===== config.mk =====
export PLATFORM = sky130hd
export DESIGN_NAME = apb_regbank_completer
export DESIGN_NICKNAME = d
export VERILOG_FILES = /design/src/rtl/apb_regbank_completer_pkg.sv /design/src/rtl/apb_regbank_completer_wait_timer.sv /design/src/rtl/apb_regbank_completer.sv
export SDC_FILE = /design/constraint.sdc
export NUM_CORES = 1
export LEC_CHECK = 0
export ABC_CLOCK_PERIOD_IN_PS = 15500
export CAP_MARGIN = 0
export CORE_ASPECT_RATIO = 1.1
export CORE_MARGIN = 5
export CORE_UTILIZATION = 23
export CTS_CLUSTER_DIAMETER = 40
export CTS_CLUSTER_SIZE = 10
export DETAILED_ROUTE_END_ITERATION = 12
export PLACE_DENSITY = 0.54
export SLEW_MARGIN = 10
export SYNTH_ARGS = -nofsm -noshare
export SYNTH_HDL_FRONTEND = slang
export SYNTH_SLANG_ARGS = --single-unit

===== constraint.sdc =====
create_clock -name clk -period 15.5 [get_ports clk]
set_clock_uncertainty 0.2 [all_clocks]
set_input_delay 3.875 -clock clk [delete_from_list [all_inputs] [get_ports clk]]
set_output_delay 3.875 -clock clk [all_outputs]
set_load 0.01 [all_outputs]

===== src/rtl/apb_regbank_completer_pkg.sv =====
`default_nettype none
// ============================================================================
// Module      : apb_regbank_completer_pkg
// Description : Shared register-map indices, bit positions and FSM state
//               encodings for the APB register-bank completer.
// Revision    : 1.0 - initial release
// ============================================================================
package apb_regbank_completer_pkg;

    // Register indices (byte offset = 4 * index)
    localparam int REG_CTRL   = 0;
    localparam int REG_STATUS = 1;

    // CTRL bits
    localparam int CTRL_START_BIT    = 0;
    localparam int CTRL_CLR_DONE_BIT = 1;

    // STATUS bits
    localparam int STATUS_BUSY_BIT = 0;
    localparam int STATUS_DONE_BIT = 1;

    // Wait-state counter width (WAIT_STATES range 0..15)
    localparam int WAIT_CNT_W = 4;

    // Transfer FSM encodings
    localparam logic [1:0] ST_IDLE   = 2'd0;
    localparam logic [1:0] ST_SETUP  = 2'd1;
    localparam logic [1:0] ST_ACCESS = 2'd2;

endpackage
`default_nettype wire


===== src/rtl/apb_regbank_completer_wait_timer.sv =====
`default_nettype none
// ============================================================================
// Module      : apb_wait_timer
// Description : Loadable down-counter with zero flag; holds the number of
//               wait states still to be inserted in the ACCESS phase.
// Ports       : clk, rst (async, active-high)
//               i_load / i_load_val - load the counter
//               i_dec               - decrement (saturates at zero)
//               o_count / o_zero    - current count and zero flag
// Revision    : 1.0 - initial release
// ============================================================================
module apb_wait_timer #(
    parameter int CNT_W = 4
) (
    input  logic             clk,
    input  logic             rst,
    input  logic             i_load,
    input  logic [CNT_W-1:0] i_load_val,
    input  logic             i_dec,
    output logic [CNT_W-1:0] o_count,
    output logic             o_zero
);

    logic [CNT_W-1:0] r_count;

    always_ff @(posedge clk or posedge rst) begin
        if (rst) begin
            r_count <= '0;
        end else if (i_load) begin
            r_count <= i_load_val;
        end else if (i_dec && (r_count != '0)) begin
            r_count <= r_count - 1'b1;
        end
    end

    assign o_count = r_count;
    assign o_zero  = (r_count == '0);

endmodule
`default_nettype wire


===== src/rtl/apb_regbank_completer.sv =====
`default_nettype none
// ============================================================================
// Module      : apb_regbank_completer
// Description : APB4 completer terminating at a register bank with CTRL,
//               STATUS and DATA registers, byte-strobe merging, programmable
//               wait states, PSLVERR on illegal accesses and a start/done/busy
//               handshake towards a crypto core.
// Ports       : clk, rst (async, active-high)
//               paddr, pprot, psel, penable, pwrite, pwdata, pstrb - APB in
//               pready, pslverr, prdata                            - APB out
//               regs_out - flattened bank contents (index 0 at LSBs)
//               start    - one-cycle pulse after a CTRL.START write
//               busy_in, done_in - core status inputs
// Config      : APB_PPROT_CHECK_EN - when defined, unprivileged (pprot[0]=0)
//               accesses to CTRL are rejected with pslverr.
// Revision    : 1.0 - initial release
// ============================================================================
module apb_regbank_completer #(
    parameter int APB_ADDR_WIDTH   = 32,
    parameter int APB_DATA_WIDTH   = 32,
    parameter int APB_STROBE_WIDTH = 4,
    parameter int NUM_REGS         = 8,
    parameter int WAIT_STATES      = 1
) (
    input  logic                               clk,
    input  logic                               rst,
    input  logic [APB_ADDR_WIDTH-1:0]          paddr,
    input  logic [2:0]                         pprot,
    input  logic                               psel,
    input  logic                               penable,
    input  logic                               pwrite,
    input  logic [APB_DATA_WIDTH-1:0]          pwdata,
    input  logic [APB_STROBE_WIDTH-1:0]        pstrb,
    output logic                               pready,
    output logic                               pslverr,
    output logic [APB_DATA_WIDTH-1:0]          prdata,
    output logic [NUM_REGS*APB_DATA_WIDTH-1:0] regs_out,
    output logic                               start,
    input  logic                               busy_in,
    input  logic                               done_in
);

    import apb_regbank_completer_pkg::*;

    // One index bit beyond what NUM_REGS needs, so the first offset past the
    // bank (e.g. 0x20 for 8 registers) decodes as out of range instead of
    // aliasing back onto CTRL.
    localparam int c_idx_w = $clog2(NUM_REGS) + 1;

    localparam logic [WAIT_CNT_W-1:0]     c_wait_load = WAIT_CNT_W'(WAIT_STATES);
    localparam logic [APB_DATA_WIDTH-1:0] c_ctrl_action_mask =
        (APB_DATA_WIDTH'(1) << CTRL_START_BIT) | (APB_DATA_WIDTH'(1) << CTRL_CLR_DONE_BIT);

    // ------------------------------------------------------------------------
    // Byte-lane merge of write data over the current register value
    // ------------------------------------------------------------------------
    function automatic logic [APB_DATA_WIDTH-1:0] strobe_merge(
        input logic [APB_DATA_WIDTH-1:0]   old_val,
        input logic [APB_DATA_WIDTH-1:0]   new_val,
        input logic [APB_STROBE_WIDTH-1:0] strb
    );
        logic [APB_DATA_WIDTH-1:0] res;
        res = old_val;
        for (int b = 0; b < APB_STROBE_WIDTH; b++) begin
            if (strb[b]) begin
                res[b*8 +: 8] = new_val[b*8 +: 8];
            end
        end
        return res;
    endfunction

    // ------------------------------------------------------------------------
    // Declarations
    // ------------------------------------------------------------------------
    logic [1:0]                r_state;
    logic [1:0]                w_next_state;
    logic                      r_pready;
    logic                      r_pslverr;
    logic [APB_DATA_WIDTH-1:0] r_prdata;
    logic                      r_start;
    logic                      r_done;

    logic                      w_load;
    logic                      w_dec;
    logic [WAIT_CNT_W-1:0]     w_count;
    logic                      w_zero;
    logic                      w_pready_next;

    logic [c_idx_w-1:0]        w_idx;
    logic                      w_in_range;
    logic                      w_is_ctrl;
    logic                      w_is_status;
    logic                      w_prot_err;
    logic                      w_err;
    logic                      w_commit;
    logic                      w_ctrl_wr;
    logic                      w_start_next;
    logic                      w_clr_done;
    logic [APB_DATA_WIDTH-1:0] w_status;
    logic [APB_DATA_WIDTH-1:0] w_rd_value;
    logic [APB_DATA_WIDTH-1:0] w_reg_view [NUM_REGS];
    logic                      w_unused;

    // ------------------------------------------------------------------------
    // Address decode and error classification
    // ------------------------------------------------------------------------
    assign w_idx       = paddr[c_idx_w+1:2];
    assign w_in_range  = (32'(w_idx) < NUM_REGS);
    assign w_is_ctrl   = (w_idx == c_idx_w'(REG_CTRL));
    assign w_is_status = (w_idx == c_idx_w'(REG_STATUS));

`ifdef APB_PPROT_CHECK_EN
    assign w_prot_err = w_is_ctrl & ~pprot[0];
    assign w_unused   = ^{paddr[APB_ADDR_WIDTH-1:c_idx_w+2], pprot[2:1]};
`else
    assign w_prot_err = 1'b0;
    assign w_unused   = ^{paddr[APB_ADDR_WIDTH-1:c_idx_w+2], pprot};
`endif

    assign w_err = ~w_in_range | (paddr[1:0] != 2'b00) | (pwrite & w_is_status) | w_prot_err;

    // The completion cycle is the ACCESS cycle with pready high; writes land
    // at its closing edge.
    assign w_commit     = (r_state == ST_ACCESS) & r_pready & psel & penable & pwrite & ~w_err;
    assign w_ctrl_wr    = w_commit & w_is_ctrl & pstrb[0];
    assign w_start_next = w_ctrl_wr & pwdata[CTRL_START_BIT];
    assign w_clr_done   = w_ctrl_wr & pwdata[CTRL_CLR_DONE_BIT];

    // ------------------------------------------------------------------------
    // Wait-state timer
    // ------------------------------------------------------------------------
    apb_wait_timer #(
        .CNT_W (WAIT_CNT_W)
    ) u_wait_timer (
        .clk        (clk),
        .rst        (rst),
        .i_load     (w_load),
        .i_load_val (c_wait_load),
        .i_dec      (w_dec),
        .o_count    (w_count),
        .o_zero     (w_zero)
    );

    // ------------------------------------------------------------------------
    // Transfer FSM: next state and timer control
    // ------------------------------------------------------------------------
    // pready is a flop, so it is set one cycle ahead: from SETUP when there
    // are no wait states, otherwise from the ACCESS cycle whose count is 1.
    // It is therefore high exactly in the ACCESS cycle where the count is 0.
    always_comb begin
        w_next_state  = r_state;
        w_load        = 1'b0;
        w_dec         = 1'b0;
        w_pready_next = 1'b0;
        case (r_state)
            ST_IDLE: begin
                if (psel && !penable) begin
                    w_next_state = ST_SETUP;
                end
            end
            ST_SETUP: begin
                if (!psel) begin
                    w_next_state = ST_IDLE;
                end else begin
                    w_load        = 1'b1;
                    w_next_state  = ST_ACCESS;
                    w_pready_next = penable && (WAIT_STATES == 0);
                end
            end
            ST_ACCESS: begin
                if (!psel || r_pready) begin
                    w_next_state = ST_IDLE;
                end else begin
                    w_dec         = ~w_zero;
                    w_pready_next = penable && (w_zero || (w_count == WAIT_CNT_W'(1)));
                end
            end
            default: begin
                w_next_state = ST_IDLE;
            end
        endcase
    end

    // ------------------------------------------------------------------------
    // Register views, bank storage and flattened output
    // ------------------------------------------------------------------------
    always_comb begin
        w_status                  = '0;
        w_status[STATUS_BUSY_BIT] = busy_in;
        w_status[STATUS_DONE_BIT] = r_done;
    end

    generate
        for (genvar g = 0; g < NUM_REGS; g++) begin : g_reg
            if (g == REG_STATUS) begin : g_status
                assign w_reg_view[g] = w_status;
            end else begin : g_stored
                logic [APB_DATA_WIDTH-1:0] r_value;
                always_ff @(posedge clk or posedge rst) begin
                    if (rst) begin
                        r_value <= '0;
                    end else if (w_commit && (w_idx == c_idx_w'(g))) begin
                        // CTRL action bits are pulses and never hold state
                        r_value <= (g == REG_CTRL)
                                 ? (strobe_merge(r_value, pwdata, pstrb) & ~c_ctrl_action_mask)
                                 : strobe_merge(r_value, pwdata, pstrb);
                    end
                end
                assign w_reg_view[g] = r_value;
            end
            assign regs_out[g*APB_DATA_WIDTH +: APB_DATA_WIDTH] = w_reg_view[g];
        end
    endgenerate

    always_comb begin
        w_rd_value = '0;
        for (int i = 0; i < NUM_REGS; i++) begin
            if (w_idx == c_idx_w'(i)) begin
                w_rd_value = w_reg_view[i];
            end
        end
    end

    // ------------------------------------------------------------------------
    // State and registered outputs
    // ------------------------------------------------------------------------
    always_ff @(posedge clk or posedge rst) begin
        if (rst) begin
            r_state   <= ST_IDLE;
            r_pready  <= 1'b0;
            r_pslverr <= 1'b0;
            r_prdata  <= '0;
            r_start   <= 1'b0;
            r_done    <= 1'b0;
        end else begin
            r_state   <= w_next_state;
            r_pready  <= w_pready_next;
            r_pslverr <= w_pready_next & w_err;
            r_prdata  <= (w_pready_next && !w_err && !pwrite) ? w_rd_value : '0;
            r_start   <= w_start_next;
            // A done pulse in the same cycle as CLR_DONE takes priority
            if (done_in) begin
                r_done <= 1'b1;
            end else if (w_clr_done) begin
                r_done <= 1'b0;
            end
        end
    end

    assign pready  = r_pready;
    assign pslverr = r_pslverr;
    assign prdata  = r_prdata;
    assign start   = r_start;

endmodule
`default_nettype wire


==> results.yml <==
global_route:
  grt_pass1_wl_um: 68050
  grt_max_degree: 125
  grt_pass1_vias: 9522
  grt_overflow: 0
  antenna_found_initial: 7
  grt_usage_pct: 16.01
cts:
  max-clock-path-buffers: 3
  cts_root_buf: "clkbuf_16"
  cts_resized: 0
  clock_latency_ps: 570
  cts-hold-fix-buffers: 0
  cts.clk_slew.worst_paths_ps: 50
  tritoncts.num_buffers: 51
  tritoncts: "built"
  clock_sinks: 264
  postCtsSetupRepairBufs: 0
  htreeDepth: 2
sta:
  setup_viol: 0
  min_period_ps: 8979
  tightest_slew_ps: 1030
  fmax_mhz: 111.4
  hold_viol: 0
  grt_setup_unrepaired: "no"
  period_share_pct: 57.93
  fin_setup_tns_ps: 0
  drv_slew: 0
  slew-limit-headroom_pct: 31.20
power:
  switching_share_pct: 24.34
  seqPwrFrac_pct: 36.1
  p_sw_uw: 472.2
  comb_power_share_pct: 5.0
  p_leak_uw: 0.007755
  vdd_ir_drop_max_mv: 0.06375
  internal-power_uw: 1468
  power_density_nw_per_um2: 110.9
  clockPowerShare_pct: 58.9
critical_path:
  endpoint_kind: "primary output"
  slowest_delay_ps: 540
  cp-start-kind: "primary input"
  r2r_slack_ps: 12030
  r2r_start: "r_state[0]"
  crit_required_ps: 11430
  crit_path_start: "busy_in"
  path_buf_inv: 2
  crit_fanout: 2
  crit_chain: "clkdlybuf4s50_1 -> clkdlybuf4s50_1"
  crit_arrival_ps: 4900
  cpMostUsedCell: "clkdlybuf4s50_1"
  path_class: "in -> out"
  cpMaxStageDelayCell: "clkdlybuf4s50_1"
  cpLargestDelayFamily: "buffers and inverters"
floorplan:
  dieArea_um2: 56810
  core-area_um2: 51490
  die_w_um: 227.7
  ios: 369
  rows: 87
  start_util_pct: 23.29
  die_h_um: 249.5
route:
  drc: 0
  wirelength_um: 46830
  drt-vias-per-instance: 4.741
  vias: 9003
  dr.first_iter.drc_count: 725
  drtAntennaViolNets: 0
  wl_per_cell_um: 24.66
  detail_route.first_pass.iterations: 7
logic_synthesis:
  seq_area_frac_synth_pct: 55.09
  synthFlopType: "dfrtp_1"
  avgSynthCellArea_um2: 13.91
  ys_seq_elements: 264
  synth-edff-count: 0
  async_reset_ff_share_pct: 100.0
  synth.distinct_cells: 52
  syn_inst: 862
  yosys_warnings: 0
  synth_area_um2: 11990
place:
  io_buffers: 307
  place_area_um2: 15710
  gp_congestion: 0.7371
  hpwl_um: 30510
final_layout:
  nNetsFinal: 1267
  design_area_um2: 17490
  finish.utilization_pct: 33.97
  drive_above_1_share_pct: 34.45
  syn2layout_area_growth_pct: 45.83
  layout_commonest_cell: "clkdlybuf4s50_1"
  fillCellCount: 5092
  mostFrequentLayoutCells: "304 x clkdlybuf4s50_1, 272 x mux2_2, 264 x dfrtp_1"
outcome:
  status: "complete, no violations"
worst_hold_path:
  hold_path.class: "reg -> reg"
  hold_path_startpoint: "r_state[0]"
job:
  cap_violations: 0
[stage by stage]
step	std cells	total power, uW	worst slack [ps]	hold slack, ps
after floorplan	893	769.1	4156	229.0
after global placement	1800	808.0	6523	249.4
after detailed placement	1800	810.2	6529	267.7
after CTS	1895	1973	6522	279.7
after global routing	1896	2015	6488	315.8
final	1899	1940	6521	278.1
[flip-flops by register name, indices dropped and copies added, names as in the netlist]
name,cells
r_done,1
pslverr,1
u_wait_timer.o_count,4
pready,1
r_state,2
g.g_stored.r_value,222
prdata,32
start,1
[area by class of cell]
class,instances,area (um^2),area share (%)
diodes,4,10.01,0.05723
well taps,667,834.6,4.772
repair buffers,320,3161,18.07
inverters,7,33.78,0.1932
clock inverters,32,392.9,2.246
multi-input cells,542,5070,28.99
flip-flops and latches,264,6606,37.77
clock buffers,63,1381,7.898
[final timing paths]
kind | end | cells past startpoint
worst max-delay path | regs_out[32] | 2
worst min-delay path | r_state[0] | 1
worst max register to register | g_reg[0].g_stored.r_value[31] | 4
worst min register to register | r_state[0] | 1
max in group asynchronous | g_reg[6].g_stored.r_value[13] | 3
min in group asynchronous | g_reg[0].g_stored.r_value[30] | 2
[routing by layer]
metal  vias up  GRT usage, %  wire length [um]
met2       346         26.35             22360
met3        80         4.512              3144
met4         6         5.533              1423
met1      4673         20.31             19870
met5         -             0                33
li1       3898             -                 -
[kinds of logic after synthesis]
family                     share of synthesized area, %
muxes                                             26.66
and+or+nand+nor                                   5.550
adders and majority gates                        0.3130
xor gates and xnor gates                         0.2191
AOI/OAI and AO/OA                                 8.190
buffers and inverters                             3.954
other                                           0.03127
DFF                                               55.09
[power by group through the flow]
stage | combinational (uW) | sequential [uW] | clock (uW)
after floorplan | 57.9 | 711 | 0
after global placement | 96.3 | 712 | 0
after detailed placement | 98.2 | 712 | 0
after CTS | 98.5 | 700 | 1170
after global routing | 106 | 701 | 1210
final | 97.0 | 701 | 1140
[synthesized netlist by cell type (5+ instances only)]
master / n / area, um^2
mux2_2: 272 / 3063
dfrtp_1: 264 / 6606
buf_4: 36 / 270.3
o21ai_0: 31 / 155.2
o22ai_1: 28 / 175.2
clkbuf_1: 27 / 101.4
a221oi_1: 26 / 227.7
a222oi_1: 26 / 260.3
nor2_1: 15 / 56.30
nand3_2: 13 / 130.1
nor2_2: 12 / 75.07
buf_2: 10 / 50.05
mux2i_1: 10 / 100.1
buf_1: 7 / 26.28
inv_1: 6 / 22.52
nand3_1: 6 / 30.03
nand2b_1: 5 / 31.28
Note: power is estimated with default switching activity, not from simulation.
